File: src/rtl/writeback_arbiter.sv
`default_nettype none
// ============================================================================
// Module   : writeback_arbiter
// Purpose  : Per-source result queues (ALU/LSU/BR) with round-robin retirement
//            into a single registered register-file write-back port.
//            Optional same-cycle bypass when idle: define WB_BYPASS_EN.
// Revision : 1.0
// ============================================================================
module writeback_arbiter #(
  parameter int XLEN  = 32,
  parameter int DEPTH = 2
) (
  input  logic            clk,
  input  logic            rst_n,
  input  logic            flush,
  input  logic            alu_v_i,
  input  logic [4:0]      alu_rd_i,
  input  logic [XLEN-1:0] alu_data_i,
  output logic            alu_ok_o,
  input  logic            lsu_v_i,
  input  logic [4:0]      lsu_rd_i,
  input  logic [XLEN-1:0] lsu_data_i,
  output logic            lsu_ok_o,
  input  logic            br_v_i,
  input  logic [4:0]      br_rd_i,
  input  logic [XLEN-1:0] br_data_i,
  output logic            br_ok_o,
  output logic            res_v,
  output logic [4:0]      res_adr,
  output logic [XLEN-1:0] res_data
);

  localparam int NSRC = 3;
  localparam int AW   = $clog2(DEPTH);
  localparam logic [AW:0] FULL_CNT = (AW+1)'(DEPTH);

  typedef enum logic [1:0] {
    SRC_ALU = 2'd0,
    SRC_LSU = 2'd1,
    SRC_BR  = 2'd2
  } src_e;

  function automatic src_e next_src(input src_e s);
    case (s)
      SRC_ALU: return SRC_LSU;
      SRC_LSU: return SRC_BR;
      default: return SRC_ALU;
    endcase
  endfunction

  logic [NSRC-1:0]           in_v;
  logic [NSRC-1:0][4:0]      in_rd;
  logic [NSRC-1:0][XLEN-1:0] in_data;

  logic [NSRC-1:0]           full;
  logic [NSRC-1:0]           empty;
  logic [NSRC-1:0]           push;
  logic [NSRC-1:0]           pop;
  logic [NSRC-1:0]           byp_sel;
  logic [NSRC-1:0][4:0]      head_rd;
  logic [NSRC-1:0][XLEN-1:0] head_data;

  src_e            last_src;
  logic            grant;
  src_e            gnt_src;
  logic            byp;
  src_e            byp_src;
  logic            take;
  src_e            take_src;
  logic [4:0]      take_rd;
  logic [XLEN-1:0] take_data;

  assign in_v    = {br_v_i, lsu_v_i, alu_v_i};
  assign in_rd   = {br_rd_i, lsu_rd_i, alu_rd_i};
  assign in_data = {br_data_i, lsu_data_i, alu_data_i};

  // ok depends only on queue occupancy, never on the incoming valid.
  assign alu_ok_o = !full[SRC_ALU];
  assign lsu_ok_o = !full[SRC_LSU];
  assign br_ok_o  = !full[SRC_BR];

  generate
    for (genvar g = 0; g < NSRC; g++) begin : g_queue
      logic [4:0]      mem_rd   [DEPTH];
      logic [XLEN-1:0] mem_data [DEPTH];
      logic [AW-1:0]   wr_ptr;
      logic [AW-1:0]   rd_ptr;
      logic [AW:0]     count;

      assign full[g]      = (count == FULL_CNT);
      assign empty[g]     = (count == '0);
      assign push[g]      = in_v[g] && !full[g] && !flush && !byp_sel[g];
      assign head_rd[g]   = mem_rd[rd_ptr];
      assign head_data[g] = mem_data[rd_ptr];

      always_ff @(posedge clk or negedge rst_n) begin
        if (!rst_n) begin
          wr_ptr <= '0;
          rd_ptr <= '0;
          count  <= '0;
        end else if (flush) begin
          wr_ptr <= '0;
          rd_ptr <= '0;
          count  <= '0;
        end else begin
          if (push[g]) wr_ptr <= wr_ptr + 1'b1;
          if (pop[g])  rd_ptr <= rd_ptr + 1'b1;
          case ({push[g], pop[g]})
            2'b10:   count <= count + 1'b1;
            2'b01:   count <= count - 1'b1;
            default: count <= count;
          endcase
        end
      end

      // Storage needs no reset: entries are only observed through count.
      always_ff @(posedge clk) begin
        if (push[g]) begin
          mem_rd[wr_ptr]   <= in_rd[g];
          mem_data[wr_ptr] <= in_data[g];
        end
      end
    end
  endgenerate

  // Round-robin search starts at the source after the last one granted.
  always_comb begin
    src_e cand;
    grant   = 1'b0;
    gnt_src = last_src;
    cand    = next_src(last_src);
    for (int k = 0; k < NSRC; k++) begin
      if (!grant && !empty[cand]) begin
        grant   = 1'b1;
        gnt_src = cand;
      end
      cand = next_src(cand);
    end
    if (flush) grant = 1'b0;
  end

  always_comb begin
    pop = '0;
    if (grant) pop[gnt_src] = 1'b1;
  end

`ifdef WB_BYPASS_EN
  // Idle fast path: the first valid input in RR order skips its queue.
  always_comb begin
    src_e cand;
    byp     = 1'b0;
    byp_src = last_src;
    cand    = next_src(last_src);
    if ((&empty) && !flush) begin
      for (int k = 0; k < NSRC; k++) begin
        if (!byp && in_v[cand]) begin
          byp     = 1'b1;
          byp_src = cand;
        end
        cand = next_src(cand);
      end
    end
  end
`else
  assign byp     = 1'b0;
  assign byp_src = last_src;
`endif

  always_comb begin
    byp_sel = '0;
    if (byp) byp_sel[byp_src] = 1'b1;
  end

  assign take      = grant || byp;
  assign take_src  = byp ? byp_src : gnt_src;
  assign take_rd   = byp ? in_rd[byp_src]   : head_rd[gnt_src];
  assign take_data = byp ? in_data[byp_src] : head_data[gnt_src];

  // x0 results still consume the grant but never reach the register file.
  always_ff @(posedge clk or negedge rst_n) begin
    if (!rst_n) begin
      res_v    <= 1'b0;
      res_adr  <= '0;
      res_data <= '0;
      last_src <= SRC_ALU;
    end else begin
      res_v <= 1'b0;
      if (!flush && take) begin
        last_src <= take_src;
        if (take_rd != 5'd0) begin
          res_v    <= 1'b1;
          res_adr  <= take_rd;
          res_data <= take_data;
        end
      end
    end
  end

endmodule
`default_nettype wire

File: config.mk
export PLATFORM = sky130hd
export DESIGN_NAME = writeback_arbiter
export DESIGN_NICKNAME = d
export VERILOG_FILES = /design/src/rtl/writeback_arbiter.sv
export SDC_FILE = /design/constraint.sdc
export NUM_CORES = 1
export LEC_CHECK = 0
export ABC_AREA = 1
export BUFFER_PORTS_ARGS = -buffer_cell sky130_fd_sc_hd__clkbuf_2
export CORE_UTILIZATION = 45
export CTS_BUF_LIST = sky130_fd_sc_hd__clkbuf_2
export DETAILED_ROUTE_END_ITERATION = 8
export GPL_TIMING_DRIVEN = 0
export PLACE_DENSITY_LB_ADDON = 0.1
export REMOVE_ABC_BUFFERS = 1
export SYNTH_ARGS = -nofsm -noshare
export SYNTH_HDL_FRONTEND = slang
export SYNTH_SLANG_ARGS = --single-unit
File: constraint.sdc
create_clock -name clk -period 6.6 [get_ports clk]
set_input_delay 0.66 -clock clk [delete_from_list [all_inputs] [get_ports clk]]
set_output_delay 0.66 -clock clk [all_outputs]
set_load 0.02 [all_outputs]
# After elaboration in Yosys (flattened, before gate mapping)
# Memory sizes are Yosys's and may differ from the RTL's.
# Index checks and enable logic that the tools add are counted.
# op_classes
muxes	49
n_lt_le_gt_ge	5
addsub	12
reduce_logical	34
n_eq_ne	12
# op_table
op	count
$bmux 32 s2	1
$mux 32	1
$mux 1	28
$pmux 2 s2	6
$eq 2x1->1 const B	6
$eq 2x2->1 const B	6
$logic_not 2->1	6
$lt 2x3->1 const B	4
$mux 2	6
$reduce_bool 2->1	6
$bmux 5 s2	1
$logic_and 1x1->1	10
$reduce_bool 3->1	3
$logic_not 1->1	7
$add 1x1->1 const B	6
$add 2x1->2 const B	3
$bmux 1 s2	3
$sub 2x1->2 const B	3
$mux 5	1
$reduce_bool 5->1	1
$mux 3	1
$demux 1 s2	1
$ge 2x1->1 const B	1
$reduce_and 2->1	1
# totals
register_bits	52
mem_bits_rw	222
elab_cells	131
inputBits	117
n_memories	6
out_inout_bits	41
# memory_table
name	depth	word_bits	read_ports	rd_clocked_by_memory_dff	write_ports	line_no	source
g_queue[0].mem_data	2	32	1	0	1	85	logic [XLEN-1:0] mem_data [DEPTH];
g_queue[1].mem_data	2	32	1	0	1	85	
g_queue[2].mem_data	2	32	1	0	1	85	
g_queue[0].mem_rd	2	5	1	0	1	84	logic [4:0] mem_rd [DEPTH];
g_queue[1].mem_rd	2	5	1	0	1	84	
g_queue[2].mem_rd	2	5	1	0	1	84	

# Logic depth before layout (Yosys ltp)
# logic_depth
word_depth	20
depth_mapped	19
depth_no_buf	17

# Worst setup path before layout
# No wires, ideal clock.
# synth_path
path_kind	input-to-reg
start	input alu_v_i
end	memory g_queue[0].mem_data[0][0], enable pin
setup_slack_ns	3.701
required_time_ns	6.167
t_arrival_ns	2.466
setup_time_ns	0.433
path_buffers	0
path_stages	4
cell_sequence	nand2_1 > nor2_1 > inv_1 > nor2_1
# synth_via
elab_chain_len	4
# synth_rtl
element	line_no	source
start: declaration	16	input logic alu_v_i,
$logic_and 1x1->1 (2 in a row)	92	assign push[g] = in_v[g] && !full[g] && !flush && !byp_sel[g];
$mux 1	118	if (push[g]) begin
$mux 1 (implied by the code)	120	mem_data[wr_ptr] <= in_data[g];
end: declaration	85	
# No other way between the ends.

# Final worst setup path
# layout_path
start	register last_src[1] (netlist: byp_src[1])
end	register res_data[2]
# layout_via
elab_chain_len	16
word_cells_on_any_way	34
classes_between	eq/ne: 3; mux: 20; reduce/logical: 11
# layout_rtl
element	line_no	source
start: declaration	63	src_e last_src;
start signal: assignment	189	last_src <= take_src;
parallel branches: the longest is 16 deep, another holds $bmux 5 s2	-	
end signal: assignment	193	res_data <= take_data;
end: declaration	30	output logic [XLEN-1:0] res_data
# Parallel ways; which one is timed is not known. The select of a mux whose other input is x is not followed.
# A chain may end at the register's enable or synchronous reset.

==> flow_summary_export.csv <==
group,metric,value,unit
route,wirelength,27700,um
worst_setup_path,crit_required,7.21,ns
timing,final-hold-violation-count,0,
route,wl_per_cell,18.0,um
final_layout,syn2layout_area_growth,27.3,%
synth,mappedNetlistArea,11100,um^2
final_layout,nNetsFinal,1277,
global_routing,grt_antenna_before_repair,1,
timing,slew_headroom,33.9,%
synth,avgSynthCellArea,12.9,um^2
floorplanning,floorplan.initialDensity,46.5,%
clock_tree,max-clock-path-buffers,3,
timing,finalClockSkew,0.0928,ns
floorplanning,rows,56,
power_and_ir_drop,power_density,456,nW/um^2
route,drt-initial-drc-count,403,
synth,synthesis.yosys.warnings,0,
floorplanning,die-area,25200,um^2
global_routing,grt_pass1_vias,7941,
worst_setup_path,cp-start-kind,"flop",
timing,hold_slack,0.0954,ns
clock_tree,h-tree-depth,3,
clock_tree,post-cts-setup-buffer-count,0,
route,drt-pass1-iter-count,5,
clock_tree,clk_pin_slew_worst_paths,0.10,ns
global_routing,grt_util_all_layers,22.7,%
timing,layout_worst_path_cycle_share,62.7,%
power_and_ir_drop,p_leak,0.00575,uW
timing,fin_crit,4.14,ns
route,route.vias.total,7799,
timing,max_slew_violation_count,0,
synth,yosysSeqAreaShare,72.1,%
placement,finalWeightedCongestion,0.799,
clock_tree,clkSinkCount,274,
synth,synth_edf_count,222,
run,drv.max_cap_violation_count,0,
clock_tree,clock-root-buffer,"sky130_fd_sc_hd__clkbuf_2",
worst_setup_path,worst-setup-path-type,"reg -> reg",
clock_tree,tritoncts,"built",
worst_hold_path,worst_hold_class,"in -> reg",
synth,yosys_most_used_dff,"sky130_fd_sc_hd__edfxtp_1",
final_layout,layout.cells.most_common,"sky130_fd_sc_hd__clkbuf_2",
worst_setup_path,arrival,4.75,ns
timing,unrepaired_setup_endpoints_after_global_routing,"false",
route,drc_errors,0,
clock_tree,numCtsBuffers,72,
timing,max_freq,242,MHz
worst_setup_path,crit_fanout,38,
placement,hpwl,16500,um
synth,netlist-cell-type-count,29,
floorplanning,coreArea,23800,um^2
timing,report.final.setup_viol,0,
placement,port-buffer-count,157,
final_layout,filler_cell_count,2022,
power_and_ir_drop,post-layout-total-power,6430,uW
route,post_drt_via_cell_ratio,5.07,
global_routing,grt_pass1_wl,43300,um
floorplanning,die_x,159,um
floorplanning,die_h,159,um
power_and_ir_drop,max-vdd-ir-drop,0.300,mV
floorplanning,pin_count,158,
run_status,result_of_the_run,"complete, no violations",
synth,postSynthRegisterBits,274,
clock_tree,worst_skew_pair.late_latency,0.82,ns
final_layout,highest_count_cells_in_the_layout_ignoring_fill_and_taps,"sky130_fd_sc_hd__clkbuf_2 (273), sky130_fd_sc_hd__edfxtp_1 (222), sky130_fd_sc_hd__nand2_1 (189)",
global_routing,grt_start_max_net_pins,53,
timing,timing_worst_slew_pin_value,0.990,ns
synth,instance_count_of_the_mapped_netlist,856,
global_routing,globalRouteOverflowTotal,0,
final_layout,finish.utilization,59.3,%
route,final_antenna_violating_net_count,0,
synth,asyncSetResetFlopFracSynth,19.0,%
final_layout,layout-drive-gt1-share,30.8,%
timing,timing.setup.tns,0,ns
worst_setup_path,kind_of_end_point_of_the_critical_path,"flop",
## synthesized netlist by cell type, types with 2 or more instances
| cell | n | area, um^2 |
|---|---|---|
| sky130_fd_sc_hd__edfxtp_1 | 222 | 6670 |
| sky130_fd_sc_hd__nand2_1 | 189 | 709 |
| sky130_fd_sc_hd__nand3_1 | 87 | 435 |
| sky130_fd_sc_hd__o211ai_1 | 72 | 541 |
| sky130_fd_sc_hd__dfrtp_1 | 52 | 1300 |
| sky130_fd_sc_hd__or2_2 | 48 | 300 |
| sky130_fd_sc_hd__inv_1 | 47 | 176 |
| sky130_fd_sc_hd__clkbuf_1 | 29 | 109 |
| sky130_fd_sc_hd__nor2_1 | 22 | 82.6 |
| sky130_fd_sc_hd__mux2i_1 | 16 | 160 |
| sky130_fd_sc_hd__mux2_2 | 13 | 146 |
| sky130_fd_sc_hd__o21ai_0 | 10 | 50.1 |
| sky130_fd_sc_hd__o221ai_1 | 8 | 70.1 |
| sky130_fd_sc_hd__nand4_1 | 6 | 37.5 |
| sky130_fd_sc_hd__buf_1 | 5 | 18.8 |
| sky130_fd_sc_hd__buf_6 | 4 | 45.0 |
| sky130_fd_sc_hd__buf_2 | 3 | 15.0 |
| sky130_fd_sc_hd__nor2_2 | 3 | 18.8 |
| sky130_fd_sc_hd__o21bai_1 | 3 | 22.5 |
| sky130_fd_sc_hd__o22ai_1 | 3 | 18.8 |
| sky130_fd_sc_hd__xor2_1 | 3 | 26.3 |
| sky130_fd_sc_hd__nand2_2 | 2 | 12.5 |
| sky130_fd_sc_hd__nand2_4 | 2 | 22.5 |
| sky130_fd_sc_hd__nand3_2 | 2 | 20.0 |
## sequential cells by signal, indices dropped and copies added, names as in the netlist
register and count:
res_v 1, g_queue.mem_rd 30, g_queue.count 6, g_queue.rd_ptr 3, g_queue.mem_data 192, g_queue.wr_ptr 3, byp_src 2, res_adr 5
res_data 32
## report_power, final
group	internal, uW	switching (uW)
clock network	542	676
registers	2140	150
logic	978	1940
## worst paths after layout
kind | slack (ns) | start | end | depth (start not counted)
min in group asynchronous | 0.53 | rst_n | res_data[26] | 2
max | 2.46 | byp_src[1] | res_data[2] | 15
max in group asynchronous | 5.40 | rst_n | g_queue[0].rd_ptr | 2
min | 0.1 | lsu_data_i[18] | g_queue[1].mem_data[1][18] | 1
max reg2reg | 2.46 | byp_src[1] | res_data[2] | 15
min reg2reg | 0.47 | res_data[17] | res_data[17] | 2
## logic make-up after synthesis
logic type / after synthesis / synth area share, %
and+or+nand+nor: 363 / 15.2
muxes: 29 / 2.77
xor gates and xnor gates: 3 / 0.238
AOI/OAI and AO/OA: 96 / 6.35
DFF: 274 / 72.1
buffers and inverters: 91 / 3.42
## cell type report
class                   count  area, um^2  area share (%)
diodes                      1        2.50          0.0178
clock buffers             117         586            4.16
clock inverters            15         114           0.809
inverters                  50         191            1.36
multi-input cells         491        2760            19.6
flip-flops and latches    274        7970            56.6
well taps                 319         399            2.84
repair buffers            271        2050            14.6
## worst max-delay path, cell delays in order, from the launching register on
cell and delay [ns]:
sky130_fd_sc_hd__dfrtp_1 0.47, sky130_fd_sc_hd__nor2_1 0.28, sky130_fd_sc_hd__nand2_1 0.11, sky130_fd_sc_hd__nand3_2 0.17, sky130_fd_sc_hd__nand3_1 0.14, sky130_fd_sc_hd__nand2_4 0.18, sky130_fd_sc_hd__inv_2 0.13, sky130_fd_sc_hd__nor2_4 0.49
sky130_fd_sc_hd__buf_16 0.24, sky130_fd_sc_hd__nand2_1 0.07, sky130_fd_sc_hd__nand2_1 0.09, sky130_fd_sc_hd__nor2_2 0.06, sky130_fd_sc_hd__nand3_4 0.45, sky130_fd_sc_hd__nand2_2 0.74, sky130_fd_sc_hd__nand2_1 0.21, sky130_fd_sc_hd__nand2_1 0.08
## layer usage
metal | global-route usage (%) | up-vias | wire length [um]
li1 | - | 3727 | -
met1 | 29.2 | 3791 | 12200
met2 | 37.7 | 224 | 13400
met3 | 4.49 | 57 | 1450
met4 | 9.05 | 0 | 680
met5 | 0 | - | 0
## repair_timing
action                                 4_1_cts  5_1_grt
hold buffers                                99        4
endpoints found under the hold margin      238        8
gates resized for setup                      0        0
## through the flow
stage / area [um^2] / setup slack, ns / instances
final: 14100 / 2.46 / 1538
after detailed placement: 12300 / 2.43 / 1302
after floorplan: 10900 / 3.48 / 815
after CTS: 14000 / 2.33 / 1533
after global placement: 12100 / 1.28 / 1291
after global routing: 14100 / 2.01 / 1538
No activity file was read; power rests on OpenSTA's default activity.
